`config.mk`:
```
export PLATFORM = sky130hd
export DESIGN_NAME = riscv_lsu
export DESIGN_NICKNAME = d
export VERILOG_FILES = /design/src/rtl/riscv_lsu_pkg.sv /design/src/rtl/riscv_lsu_load_ext.sv /design/src/rtl/riscv_lsu.sv
export SDC_FILE = /design/constraint.sdc
export NUM_CORES = 1
export LEC_CHECK = 0
export ABC_AREA = 1
export BUFFER_PORTS_ARGS = -buffer_cell sky130_fd_sc_hd__buf_2
export CAP_MARGIN = 0
export CORE_MARGIN = 2
export CORE_UTILIZATION = 43
export CTS_CLUSTER_SIZE = 30
export DETAILED_ROUTE_END_ITERATION = 10
export PLACE_DENSITY_LB_ADDON = 0.15
export SLEW_MARGIN = 20
export SYNTH_ARGS = -nofsm -noshare
export SYNTH_HDL_FRONTEND = slang
export SYNTH_SLANG_ARGS = --single-unit
```
`constraint.sdc`:
```
create_clock -name clk_i -period 1.3 [get_ports clk_i]
set_input_delay 0.195 -clock clk_i [delete_from_list [all_inputs] [get_ports clk_i]]
set_output_delay 0.195 -clock clk_i [all_outputs]
set_load 0.005 [all_outputs]
```
`src/rtl/riscv_lsu_pkg.sv`:
```
// riscv_lsu_pkg: size codes, FSM states, fault causes and access-legality helpers for the LSU
package riscv_lsu_pkg;
  localparam logic [2:0] LDST_B  = 3'd0;
  localparam logic [2:0] LDST_H  = 3'd1;
  localparam logic [2:0] LDST_W  = 3'd2;
  localparam logic [2:0] LDST_BU = 3'd4;
  localparam logic [2:0] LDST_HU = 3'd5;
  typedef enum logic [1:0] {IDLE, BUSY, FAULT} lsu_state_t;
  localparam logic [1:0] FLT_NONE     = 2'd0;
  localparam logic [1:0] FLT_MISALIGN = 2'd1;
  localparam logic [1:0] FLT_SIZE     = 2'd2;
  localparam logic [1:0] FLT_BUS      = 2'd3;
  function automatic logic size_legal(input logic [2:0] s);
    return s inside {LDST_B, LDST_H, LDST_W, LDST_BU, LDST_HU};
  endfunction
  function automatic logic misaligned(input logic [2:0] s, input logic [1:0] a);
    return ((s == LDST_H || s == LDST_HU) && a[0]) || (s == LDST_W && a != 2'b00);
  endfunction
endpackage

```
`src/rtl/riscv_lsu_load_ext.sv`:
```
// riscv_lsu_load_ext: selects the load lane from a memory word and sign/zero extends it
module riscv_lsu_load_ext
  import riscv_lsu_pkg::*;
(
  input  logic [2:0]  size_i,
  input  logic [1:0]  off_i,
  input  logic [31:0] word_i,
  output logic [31:0] data_o
);
  logic [7:0]  b;
  logic [15:0] h;
  // lane pick by byte offset, then extension by size code
  always_comb begin
    b = word_i[{off_i, 3'b000} +: 8];
    h = off_i[1] ? word_i[31:16] : word_i[15:0];
    data_o = size_i == LDST_B  ? {{24{b[7]}}, b} :
             size_i == LDST_BU ? {24'b0, b} :
             size_i == LDST_H  ? {{16{h[15]}}, h} :
             size_i == LDST_HU ? {16'b0, h} : word_i;
  end
endmodule

```
`src/rtl/riscv_lsu.sv`:
```
// riscv_lsu: core data-port responder turning byte/half/word accesses into aligned memory transactions
module riscv_lsu
  import riscv_lsu_pkg::*;
#(
  parameter int TIMEOUT_CYCLES = 16
) (
  input  logic        clk_i,
  input  logic        rst_i,
  input  logic        core_req_i,
  input  logic        core_we_i,
  input  logic [2:0]  core_size_i,
  input  logic [31:0] core_addr_i,
  input  logic [31:0] core_wd_i,
  output logic [31:0] core_rd_o,
  output logic        core_stall_o,
  output logic        fault_o,
  output logic [1:0]  fault_cause_o,
  output logic        mem_req_o,
  output logic        mem_we_o,
  output logic [3:0]  mem_be_o,
  output logic [31:0] mem_addr_o,
  output logic [31:0] mem_wd_o,
  input  logic [31:0] mem_rd_i,
  input  logic        mem_ready_i
);
  localparam int CW = $clog2(TIMEOUT_CYCLES);
  localparam logic [CW-1:0] LIMIT = CW'(TIMEOUT_CYCLES - 1);
  lsu_state_t  state_q, state_d;
  logic [CW-1:0] cnt_q, cnt_d;
  logic        we_q, we_d;
  logic [3:0]  be_q, be_d;
  logic [31:0] addr_q, addr_d, wd_q, wd_d, ext;
  logic [2:0]  size_q, size_d;
  logic [1:0]  off_q, off_d, cause_q, cause_d;
  logic        is_b, is_h;
  riscv_lsu_load_ext u_ext (
    .size_i (size_q),
    .off_i  (off_q),
    .word_i (mem_rd_i),
    .data_o (ext)
  );
  assign mem_req_o     = state_q == BUSY;
  assign mem_we_o      = we_q;
  assign mem_be_o      = be_q;
  assign mem_addr_o    = addr_q;
  assign mem_wd_o      = wd_q;
  assign fault_o       = state_q == FAULT;
  assign fault_cause_o = fault_o ? cause_q : FLT_NONE;
  // next-state, latching of the accepted access and core-facing outputs
  always_comb begin
    state_d      = state_q;
    cnt_d        = cnt_q;
    we_d         = we_q;
    be_d         = be_q;
    addr_d       = addr_q;
    wd_d         = wd_q;
    size_d       = size_q;
    off_d        = off_q;
    cause_d      = cause_q;
    core_stall_o = 1'b0;
    core_rd_o    = 32'b0;
    is_b         = core_size_i == LDST_B || core_size_i == LDST_BU;
    is_h         = core_size_i == LDST_H || core_size_i == LDST_HU;
    case (state_q)
      IDLE: if (core_req_i) begin
        core_stall_o = rst_i;
        if (!size_legal(core_size_i)) begin
          cause_d = FLT_SIZE;
          state_d = FAULT;
        end else if (misaligned(core_size_i, core_addr_i[1:0])) begin
          cause_d = FLT_MISALIGN;
          state_d = FAULT;
        end else begin
          we_d    = core_we_i;
          size_d  = core_size_i;
          off_d   = core_addr_i[1:0];
          addr_d  = {core_addr_i[31:2], 2'b00};
          be_d    = !core_we_i || core_size_i == LDST_W ? 4'b1111 :
                    is_h ? (core_addr_i[1] ? 4'b1100 : 4'b0011) : 4'b0001 << core_addr_i[1:0];
          wd_d    = is_b ? {4{core_wd_i[7:0]}} : is_h ? {2{core_wd_i[15:0]}} : core_wd_i;
          state_d = BUSY;
        end
      end
      BUSY: begin
        core_stall_o = !mem_ready_i;
        if (mem_ready_i) begin
          core_rd_o = we_q ? 32'b0 : ext;
          cnt_d     = '0;
          state_d   = IDLE;
        end else if (cnt_q == LIMIT) begin
          cause_d = FLT_BUS;
          cnt_d   = '0;
          state_d = FAULT;
        end else begin
          cnt_d = cnt_q + CW'(1);
        end
      end
      FAULT: state_d = IDLE;
      default: state_d = IDLE;
    endcase
  end
  // state and latched access registers, cleared asynchronously
  always_ff @(posedge clk_i or negedge rst_i) begin
    if (!rst_i) begin
      state_q <= IDLE;
      cnt_q   <= '0;
      we_q    <= 1'b0;
      be_q    <= 4'b0;
      addr_q  <= 32'b0;
      wd_q    <= 32'b0;
      size_q  <= 3'b0;
      off_q   <= 2'b0;
      cause_q <= FLT_NONE;
    end else begin
      state_q <= state_d;
      cnt_q   <= cnt_d;
      we_q    <= we_d;
      be_q    <= be_d;
      addr_q  <= addr_d;
      wd_q    <= wd_d;
      size_q  <= size_d;
      off_q   <= off_d;
      cause_q <= cause_d;
    end
  end
endmodule

```
# [Word level (Yosys, flattened, before mapping)]
# Index checks and enable logic that the tools add are counted.
[classes] n_mul=0 n_div=0 n_shift=2 bitwise_logic=1 reduce_logical=17 add_sub_neg=1 n_lt_le_gt_ge=0 mux=30 eq_ne=15
[ops] op="two-way mux 32 bit" count=9
[ops] op="indexed part select 32 x 6 -> 8 bit" count=1
[ops] op="two-way mux 2 bit" count=11
[ops] op="two-way mux 4 bit" count=5
[ops] op="two-way mux 16 bit" count=1
[ops] op="equality test 3 bit, second input constant" count=4
[ops] op="case mux 2 bit (2 select lines)" count=2
[ops] op="equality test 3 x 1 -> 1 bit, second input constant" count=2
[ops] op="zero test 3 bit" count=2
[ops] op="AND reduction 5 bit" count=1
[ops] op="nonzero test 5 bit" count=1
[ops] op="adder 4 x 1 -> 4 bit, second input constant" count=1
[ops] op="equality test 4 bit, second input constant" count=1
[ops] op="logical OR 1 bit" count=4
[ops] op="inequality test 2 bit, second input constant" count=2
[ops] op="AND reduction 4 bit" count=1
[ops] op="nonzero test 2 bit" count=2
[ops] op="<< shifter 1 x 2 -> 4 bit, first input constant" count=1
[ops] op="equality test 3 x 2 -> 1 bit, second input constant" count=1
[ops] op="inequality test 3 x 1 -> 1 bit, second input constant" count=1
[ops] op="inequality test 3 bit, second input constant" count=1
[ops] op="equality test 2 x 1 -> 1 bit, second input constant" count=1
[ops] op="equality test 2 bit, second input constant" count=1
[ops] op="logical AND 1 bit" count=2
[ops] op="7 further kinds" count=8
[totals] output_inout_bits=106 ram_bits=0 latch_bits=0 mem_bits_ro=0 wordCells=75 memories=0 in_bits=104 register_bits=80

# [Depth between registers and ports, before layout]
# Gate-level depths: netlist (run 1).
[depth] word_depth=8 ltp_mapped=8 depth_no_buf=8

# [Cells and area by module]
# Synthesis (run 1) repeated with hierarchy kept, for this count alone.
[hier_totals] hier_cells=788 hier_area_um2=4951.0
[modules_own_cells] mod="riscv_lsu" n_inst=1 cells_each=531 seq_area_each_um2=2001.9 area_per_inst_um2=3842.4
[modules_own_cells] mod="riscv_lsu_load_ext" n_inst=1 cells_each=257 seq_area_each_um2=0.0 area_per_inst_um2=1108.6

# [Worst setup path after synthesis (run 1)]
# Ideal clock, no wire load.
[synth_path] path_type="register -> output" startpoint="register size_q[1]" endpoint="output port core_rd_o[11]" n_path_buf=1 arrival_ns=1.256 stages_incl_launch_ff=9 path_slack_ns=-0.151 required_ns=1.105 cell_sequence="dfrtp_1 > nor2_4 > inv_2 > nor2_2 > inv_2 > buf_2 > nand2_1 > inv_1 > nor2_1"
[synth_between] elab_chain_len=8 word_cells_on_any_way=11 classes_between="eq/ne: 3; mux: 7; reduce/logical: 1"
[synth_rtl] item="from (decl)" line="riscv_lsu.sv:33" rtl="logic [2:0] size_q, size_d;"
[synth_rtl] item="from (signal assigned)" line="riscv_lsu.sv:121" rtl="size_q <= size_d;"
[synth_rtl] item="equality test 3 bit" line="riscv_lsu_load_ext.sv:19" rtl="size_i == LDST_HU ? {16'b0, h} : word_i;"
[synth_rtl] item="two-way mux 32 bit" line="riscv_lsu_load_ext.sv:19"
[synth_rtl] item="two-way mux 32 bit" line="riscv_lsu_load_ext.sv:18" rtl="size_i == LDST_H ? {{16{h[15]}}, h} :"
[synth_rtl] item="two-way mux 32 bit" line="riscv_lsu_load_ext.sv:17" rtl="size_i == LDST_BU ? {24'b0, b} :"
[synth_rtl] item="two-way mux 32 bit (*)" line="riscv_lsu_load_ext.sv:16" rtl="data_o = size_i == LDST_B ? {{24{b[7]}}, b} :"
[synth_rtl] item="two-way mux 32 bit (*)" line="riscv_lsu.sv:87" rtl="core_rd_o = we_q ? 32'b0 : ext;"
[synth_rtl] item="two-way mux 32 bit (*)" line="riscv_lsu.sv:86" rtl="if (mem_ready_i) begin"
[synth_rtl] item="two-way mux 32 bit (*)" line="riscv_lsu.sv:64" rtl="case (state_q)"
[synth_rtl] item="to (decl)" line="riscv_lsu.sv:14" rtl="output logic [31:0] core_rd_o,"
# Mark *: on every way between the ends. The rest lies on a longest branch, timed or not.

# [Worst setup path after layout (run 1)]
[layout_path] startpoint="register off_q[1]" endpoint="output port core_rd_o[19]"
[layout_between] elab_chain_len=7 word_cells_on_any_way=8 classes_between="shift: 1; mux: 7"
[layout_rtl] item="from (decl)" line="riscv_lsu.sv:34" rtl="logic [1:0] off_q, off_d, cause_q, cause_d;"
[layout_rtl] item="from (signal assigned)" line="riscv_lsu.sv:112" rtl="off_q <= 2'b0;"
[layout_rtl] item="from (signal assigned)" line="riscv_lsu.sv:122" rtl="off_q <= off_d;"
[layout_rtl] item="parallel branches: the longest is 3 deep, another holds indexed part select 32 x 6 -> 8 bit"
[layout_rtl] item="two-way mux 32 bit (*)" line="riscv_lsu_load_ext.sv:16"
[layout_rtl] item="two-way mux 32 bit (*)" line="riscv_lsu.sv:87"
[layout_rtl] item="two-way mux 32 bit (*)" line="riscv_lsu.sv:86"
[layout_rtl] item="two-way mux 32 bit (*)" line="riscv_lsu.sv:64"
# Mark *: on every way between the ends.

==> results by group, run 1 <==
Run status
  • Outcome: finished with violations
  • Violated checks: setup timing

Timing
  • Final Hold Viols: 0
  • Final hold slack: 19.2 ps
  • Final Max Slew Viols: 0
  • Final setup margin: -533 ps
  • Setup tns final: -41,670 ps
  • Worst Skew: 16.7 ps
  • Fin crit share: 141%
  • Setup violators final: ~110
  • RSZ-0062 raised after global routing: true
  • Fmax: roughly 550 MHz
  • Period minus WS final: roughly 1800 ps

Layout
  • Nets@finish: approximately 1,100
  • Multi-input logic area: 2870 sq um
  • Fraction of layout cells with a size suffix above 1: 45.2%
  • Fill count: 961
  • Layout Utilization: between 70% and 80%
  • Diode count: 0
  • Sequential Area: 2010 sq um
  • Final instance area: between 7000 and 8000 sq um
  • Syn-to-layout area delta: 61.5%

Power and ir drop
  • Sw frac: about 42%
  • Pleak: roughly 4.5 nW
  • Pint: just under 9 mW
  • Clock power frac: between 10% and 20%
  • Pwr Total: 15.2 mW
  • Share of power burned in registers: between 30% and 40%
  • Psw: roughly 6.4 mW
  • Power Density: between 1500 and 2000 nW/um^2
  • Logic pwr share: between 50 and 60%
  • Max IR drop VDD: ~1100 uV

Yosys
  • Synth Register Bits: 80
  • Area leader, netlist: dfrtp_1
  • Sequential fraction of the synthesis area: 42.0%
  • Mapped cell area: 4760 sq um
  • Synth top area share: between 40% and 50%
  • Ys Warns: 0
  • Count of cell types in the netlist: 27
  • Cells after Synth: 744
  • Mean Syn Cell Area: 6.40 sq um
  • Synth top area cells: dfrtp_1 (42%), nand2_1 (31%), nand3_1 (7.5%)

Floorplan
  • Die Footprint: 11,900 sq um
  • Die Width: approximately 110 microns
  • # IOs: 210
  • Initial core utilization: about 44%
  • Core area: around 11,000 sq um
  • Row count: 38
  • Die H: ~110 microns

Clock network
  • Root Driver: clkbuf_8
  • Cts bufs inserted: 9
  • Insertion delay of the later-clocked pin in the worst-skew pair: between 300 and 400 ps
  • Clock Pin Slew Worst Setup and Hold Paths: 90 ps
  • Clock Tree Buf Depth: 2
  • Clock Sinks: 80
  • CTS tree: yes
  • H-tree depth: 3

Hold path
  • Hold/Removal Path Class: in2reg
  • Min-delay src: core_addr_i[15]

Routing
  • Wire length per cell: between 15 and 20 microns
  • Antenna-violating nets left: 0
  • Routed vias: around 5,800
  • Initial DRC Count: 377
  • DRT Pass-1 Iters: 5
  • Vias per cell: approximately 5.0
  • Residual DRC: 0
  • Routed WL: 17,500 microns

Critical path
  • Buf/Inv on CP: 3
  • Worst Setup Start Kind: flip-flop
  • Arrival time at the worst endpoint: 1640 ps
  • Worst r2r src: state_q[1]$_DFFE_PN0P_
  • Critical Path Sink Type: output port
  • Crit path from: off_q[1]$_DFFE_PN0P_
  • CP Max Fanout: 11
  • Worst path max stage delay: 440 ps
  • Slowest CP cell: dfrtp_2
  • CP Data Required Time: roughly 1100 ps
  • CP delay by family, top: flip-flops
  • Worst path cell trace: buf_4, nand3_1, nand2_1, nand2_2, nand2_4, clkbuf_16, nor2_1, buf_2
  • Crit Path Class: reg2out

Global route
  • Vias in the first global route: 5,309
  • Grt ovf: 0
  • First-pass GRT wire length: around 26,000 microns
  • Largest net degree at the start of global routing: between 80 and 90
  • GRT Total Usage: roughly 28%
  • Initial antenna violation count: 0

Placed design
  • Number of I/O port buffers: 207
  • DP Area: between 6000 and 7000 sq um
  • GPL Wtd Cong: 0.937
  • HPWL Detailed: ~11,000 microns

Run
  • Max-cap violations: 0
what timing repair did:
action,4_1_cts,5_1_grt
gates cloned,14,4
setup buffers,19,10
hold buffers,1,0
pin swaps,13,43
resized for setup,93,147
setup endpoints to repair,92,114
hold endpoints to repair,80,0
final timing paths:
check	to	slack [ps]	cells past startpoint
min in group asynchronous	mem_addr_o[23]$_DFFE_PN0P_	470	3
max in group asynchronous	size_q[0]$_DFFE_PN0P_	490	3
max reg2reg	mem_we_o$_DFFE_PN0P_	-390	10
max	core_rd_o[19]	-530	8
min	mem_addr_o[15]$_DFFE_PN0P_	20	3
min reg2reg	mem_addr_o[18]$_DFFE_PN0P_	480	2
per-layer routing:
layer / track usage, % / part of all wire (%) / up-vias
met5: 0 / 0 / -
met1: 34.1 / 39 / 2683
met4: 11.4 / 2.9 / 0
li1: - / - / 2781
met2: 47.6 / 50 / 286
met3: 7.17 / 7.7 / 49
cells by family after synthesis:
kind of cell | share of synthesized area (%)
flip-flops | 42.0
AND/OR/NAND/NOR | 43.9
AO/OA/AOI/OAI | 3.83
buffers and inverters | 9.56
XOR/XNOR | 0.368
adder cells (fa/ha/maj) | 0.263
other | 0.0787
cell usage after synthesis (all sizes together):
master	count
conb	1
inv	70
dfrtp	80
or2	1
and3	2
clkinv	3
a21oi	8
xnor2	1
ha	1
nand2	392
o21ai	27
nor2	47
xor2	1
nand4	1
buf	25
a21boi	1
clkbuf	10
nand3	73
cells in the final DEF, fill, tap and decap left out, drive strengths merged:
| master | n |
|---|---|
| clkinvlp | 1 |
| or2 | 1 |
| bufinv | 2 |
| dfrtp | 80 |
| clkbuf | 13 |
| nor2 | 47 |
| o21ai | 27 |
| ha | 1 |
| a21boi | 1 |
| nand3 | 73 |
| xor2 | 1 |
| inv | 72 |
| nand4 | 1 |
| conb | 2 |
| clkinv | 5 |
| dlygate4sd3 | 1 |
| xnor2 | 1 |
| buf | 279 |
| a21oi | 8 |
| and3 | 2 |
| nand2 | 392 |
state kept, by name, summed over array words and instances (netlist names):
| register | flops |
|---|---|
| cause_q | 2 |
| cnt_q | 4 |
| mem_addr_o | 30 |
| mem_be_o | 4 |
| mem_wd_o | 32 |
| mem_we_o | 1 |
| off_q | 2 |
| size_q | 3 |
| state_q | 2 |
tightest hold or removal path, stage by stage:
cell	delay, ps
buf_2	70
nand2_1	40
nand2_1	40
area by class of cell:
type,count,area share (%)
multi-input combinational,557,37.3
timing repair buffer,283,27.6
sequential,80,26.1
inverter,73,3.72
tap,140,2.28
clock buffer,10,1.79
clock inverter,6,1.17
timing repair inverter,1,0.0813
power groups by stage:
stage          Combinational (mW)  Sequential (mW)  Clock [mW]
2_1_floorplan                3.56             4.55           0
5_1_grt                      9.20             4.88        2.28
4_1_cts                      7.39             4.54        2.13
3_3_place_gp                 6.26             4.50           0
3_5_place_dp                 6.33             4.47           0
6_report                     8.31             4.74        2.12
through the flow:
step           instances  worst slack [ps]
3_5_place_dp        1094              -200
4_1_cts             1144              -520
6_report            1150              -533
3_3_place_gp        1094              -208
5_1_grt             1150              -656
2_1_floorplan        745              -116
No activity file was read; power rests on OpenSTA's default activity.
==> run 2: changes to the inputs <==
--- a/config.mk
+++ b/config.mk
@@ -13,6 +13,7 @@
 export CTS_CLUSTER_SIZE = 30
 export DETAILED_ROUTE_END_ITERATION = 10
 export PLACE_DENSITY_LB_ADDON = 0.15
+export RECOVER_POWER = 50
 export SLEW_MARGIN = 20
 export SYNTH_ARGS = -nofsm -noshare
 export SYNTH_HDL_FRONTEND = slang
==> run 2 against run 1 <==
  * Clock skew about the same
  * Sequential power about the same
  * Worst hold slack about the same
  * The flow still finishes with violations (setup timing)
  * Flip-flop and latch count unchanged
  * Highest routed layer unchanged
  * Sequential share of layout area about the same
  * Non-clock buffer count unchanged
  * Global-route usage unchanged
  * Routed wire length about the same
  * Clock power about the same
==> results by group, run 2 (synthesis results as in run 1) <==
Global route
  • M1 GR Usage: 34.1% (unchanged)
  • First-pass GRT wire length: 25,600 microns (unchanged)
  • Largest net degree at the start of global routing: 81 (unchanged)
  • Initial antenna violation count: 0 (unchanged)
  • GRT met3 Usage: 7.17% (unchanged)
  • GRT Total Usage: 28.1% (unchanged)
  • Vias in the first global route: 5,309 (unchanged)
  • GRT busiest layer: met2
  • Grt ovf: 0 (unchanged)
  • M2 GR Usage: 47.6% (unchanged)

Critical path
  • R2R Setup Slk: -390 ps (about the same)
  • Critical Path Sink Type: output port
  • R2R depth: 10 (unchanged)
  • Worst Setup Start Kind: flip-flop
  • Worst r2r src: state_q[1]$_DFFE_PN0P_
  • CP Data Required Time: 1110 ps (about the same)
  • Worst R2R End: mem_we_o$_DFFE_PN0P_
  • CP Max Fanout: 11 (unchanged)
  • Arrival time at the worst endpoint: 1640 ps (about the same)
  • Crit Path Class: reg2out

Timing
  • Final Hold Viols: 0 (unchanged)
  • Fin crit share: 141% (about the same)
  • Final hold slack: 19.4 ps (+0.220 ps)
  • Final Max Slew Viols: 0 (unchanged)
  • Worst Skew: 16.7 ps (-0.00190 ps)
  • Setup violators final: 113 (unchanged)
  • Fmax: 546 MHz (about the same)
  • RSZ-0062 raised after global routing: true
  • Worst Tran Pin Value: 702 ps
  • Slew HR: 53.2%
  • Period minus WS final: 1830 ps (-0.136 ps)
  • Final setup margin: -532 ps (+0.136 ps)

Floorplan
  • Core area: 10,800 sq um (unchanged)
  • Row count: 38 (unchanged)
  • # IOs: 210 (unchanged)
  • Die Footprint: 11,900 sq um (unchanged)
  • Die H: 109 microns (unchanged)
  • Die Width: 109 microns (unchanged)
  • Initial core utilization: 43.9% (unchanged)

Layout
  • Fill count: 963 (+0.21%)
  • Syn-to-layout area delta: 61.3%
  • Most frequent cells in the layout: nand2_1 (278), buf_2 (203), nand2_2 (82), dfrtp_1 (76), nand3_1 (64)
  • Fraction of layout cells with a size suffix above 1: 45.1% (-0.099 points)
  • Nets@finish: 1,110 (unchanged)
  • Layout Utilization: 70.9% (-0.12 points)
  • Fin cells: 1,150 (unchanged)
  • Sequential Area: 2010 sq um (unchanged)
  • Multi-input logic area: 2870 sq um (unchanged)
  • Commonest non-fill, non-tap cell in the layout: nand2_1
  • Max reg flops: 32 (unchanged)
  • Diode count: 0 (unchanged)

Power and ir drop
  • Max IR drop VDD: 1080 uV (about the same)
  • Pwr Total: 15.2 mW (about the same)
  • Power Density: 1970 nW/um^2 (+0.12%)
  • Pleak: 4.53 nW (-0.15%)

Run status
  • Violated checks: setup timing
  • Outcome: finished with violations

Clock network
  • H-tree depth: 3 (unchanged)
  • Insertion delay of the later-clocked pin in the worst-skew pair: 370 ps (about the same)
  • Clock Sinks: 80 (unchanged)
  • Cts bufs inserted: 9 (unchanged)
  • Clock Tree Buf Depth: 2 (unchanged)
  • Clock Pin Slew Worst Setup and Hold Paths: 90 ps (about the same)
  • Root Driver: clkbuf_8
  • CTS tree: yes

Routing
  • Vias per cell: 5.04 (about the same)
  • Wire length per cell: 15.2 microns (about the same)
  • Antenna-violating nets left: 0 (unchanged)
  • Routed vias: 5,801 (+0.034%)
  • Routed WL: 17,500 microns (about the same)
  • Residual DRC: 0 (unchanged)
  • Initial DRC Count: 376 (-0.27%)
  • DRT Pass-1 Iters: 5 (unchanged)

Hold path
  • Hold depth: 3 (unchanged)
  • Hold/Removal Path Class: in2reg
  • Hold EP: mem_addr_o[15]$_DFFE_PN0P_
  • Min-delay src: core_addr_i[15]

Placed design
  • Cell total after placement: 1,094 (unchanged)
  • GPL Wtd Cong: 0.937 (unchanged)
  • HPWL Detailed: 10,700 microns (unchanged)
  • Number of I/O port buffers: 207 (unchanged)

Run
  • Max-cap violations: 0 (unchanged)
[run 2: cell count changes in the layout (fill, tap and decap cells not counted), sizes merged]
cell	previous run	this run
buf	279	278
clkbuf	13	14
[run 2: worst max path at each step]
| stage | start | endpoint | slack (ps) | cells past startpoint |
|---|---|---|---|---|
| floorplan | size_q[0]$_DFFE_PN0P_ | core_rd_o[23] | -120 | 8 |
| global placement | off_q[1]$_DFFE_PN0P_ | core_rd_o[16] | -210 | 8 |
| detailed placement | off_q[1]$_DFFE_PN0P_ | core_rd_o[24] | -200 | 8 |
| CTS | off_q[1]$_DFFE_PN0P_ | core_rd_o[30] | -520 | 8 |
| global route | size_q[0]$_DFFE_PN0P_ | core_rd_o[11] | -660 | 9 |
| finish | off_q[1]$_DFFE_PN0P_ | core_rd_o[19] | -530 | 8 |
[run 2: routing by layer]
metal  vias to the layer above  part of all wire (%)
li1                       2782                     -
met1                      2685                    39
met2                       285                    50
met3                        49                   7.8
met4                         0                   2.9
met5                         -                     0
[run 2: where the power goes]
group | switching [mW] | internal [mW] | total, mW
combinational | 4.41 | 3.90 | 8.31
sequential | 1.01 | 3.72 | 4.74
clock | 0.983 | 1.14 | 2.12
[run 2: timing repair]
action | CTS | global route
pin swaps | 13 | 43
cloned | 14 | 4
gates resized for setup | 93 | 147
buffers inserted | 19 | 10
hold buffers | 1 | 0
endpoints found under the hold margin | 80 | 0
setup endpoints to repair | 92 | 114
[run 2: stage by stage]
stage / area [sq um] / setup TNS (ps) / setup WS, ps
2_1_floorplan: 4780 / -2130 / -116
3_3_place_gp: 6180 / -5200 / -208
3_5_place_dp: 6180 / -5460 / -200
4_1_cts: 7190 / -41590 / -520
5_1_grt: 7680 / -50090 / -656
6_report: 7680 / -41660 / -532
[run 2: critical path, cell delays in order, from the launching register on]
cell	delay [ps]
dfrtp_2	440
buf_4	150
nand3_1	80
nand2_1	80
nand2_2	90
nand2_4	80
clkbuf_16	170
nor2_1	90
buf_2	110
[run 2: layout make-up]
cell class	instances	share of cell area, %
clock buffers	10	1.79
clock inverters	6	1.17
inverters	73	3.73
multi-input cells	557	37.3
flip-flops and latches	80	26.1
well taps	140	2.28
repair buffers	283	27.5
repair inverters	1	0.0814
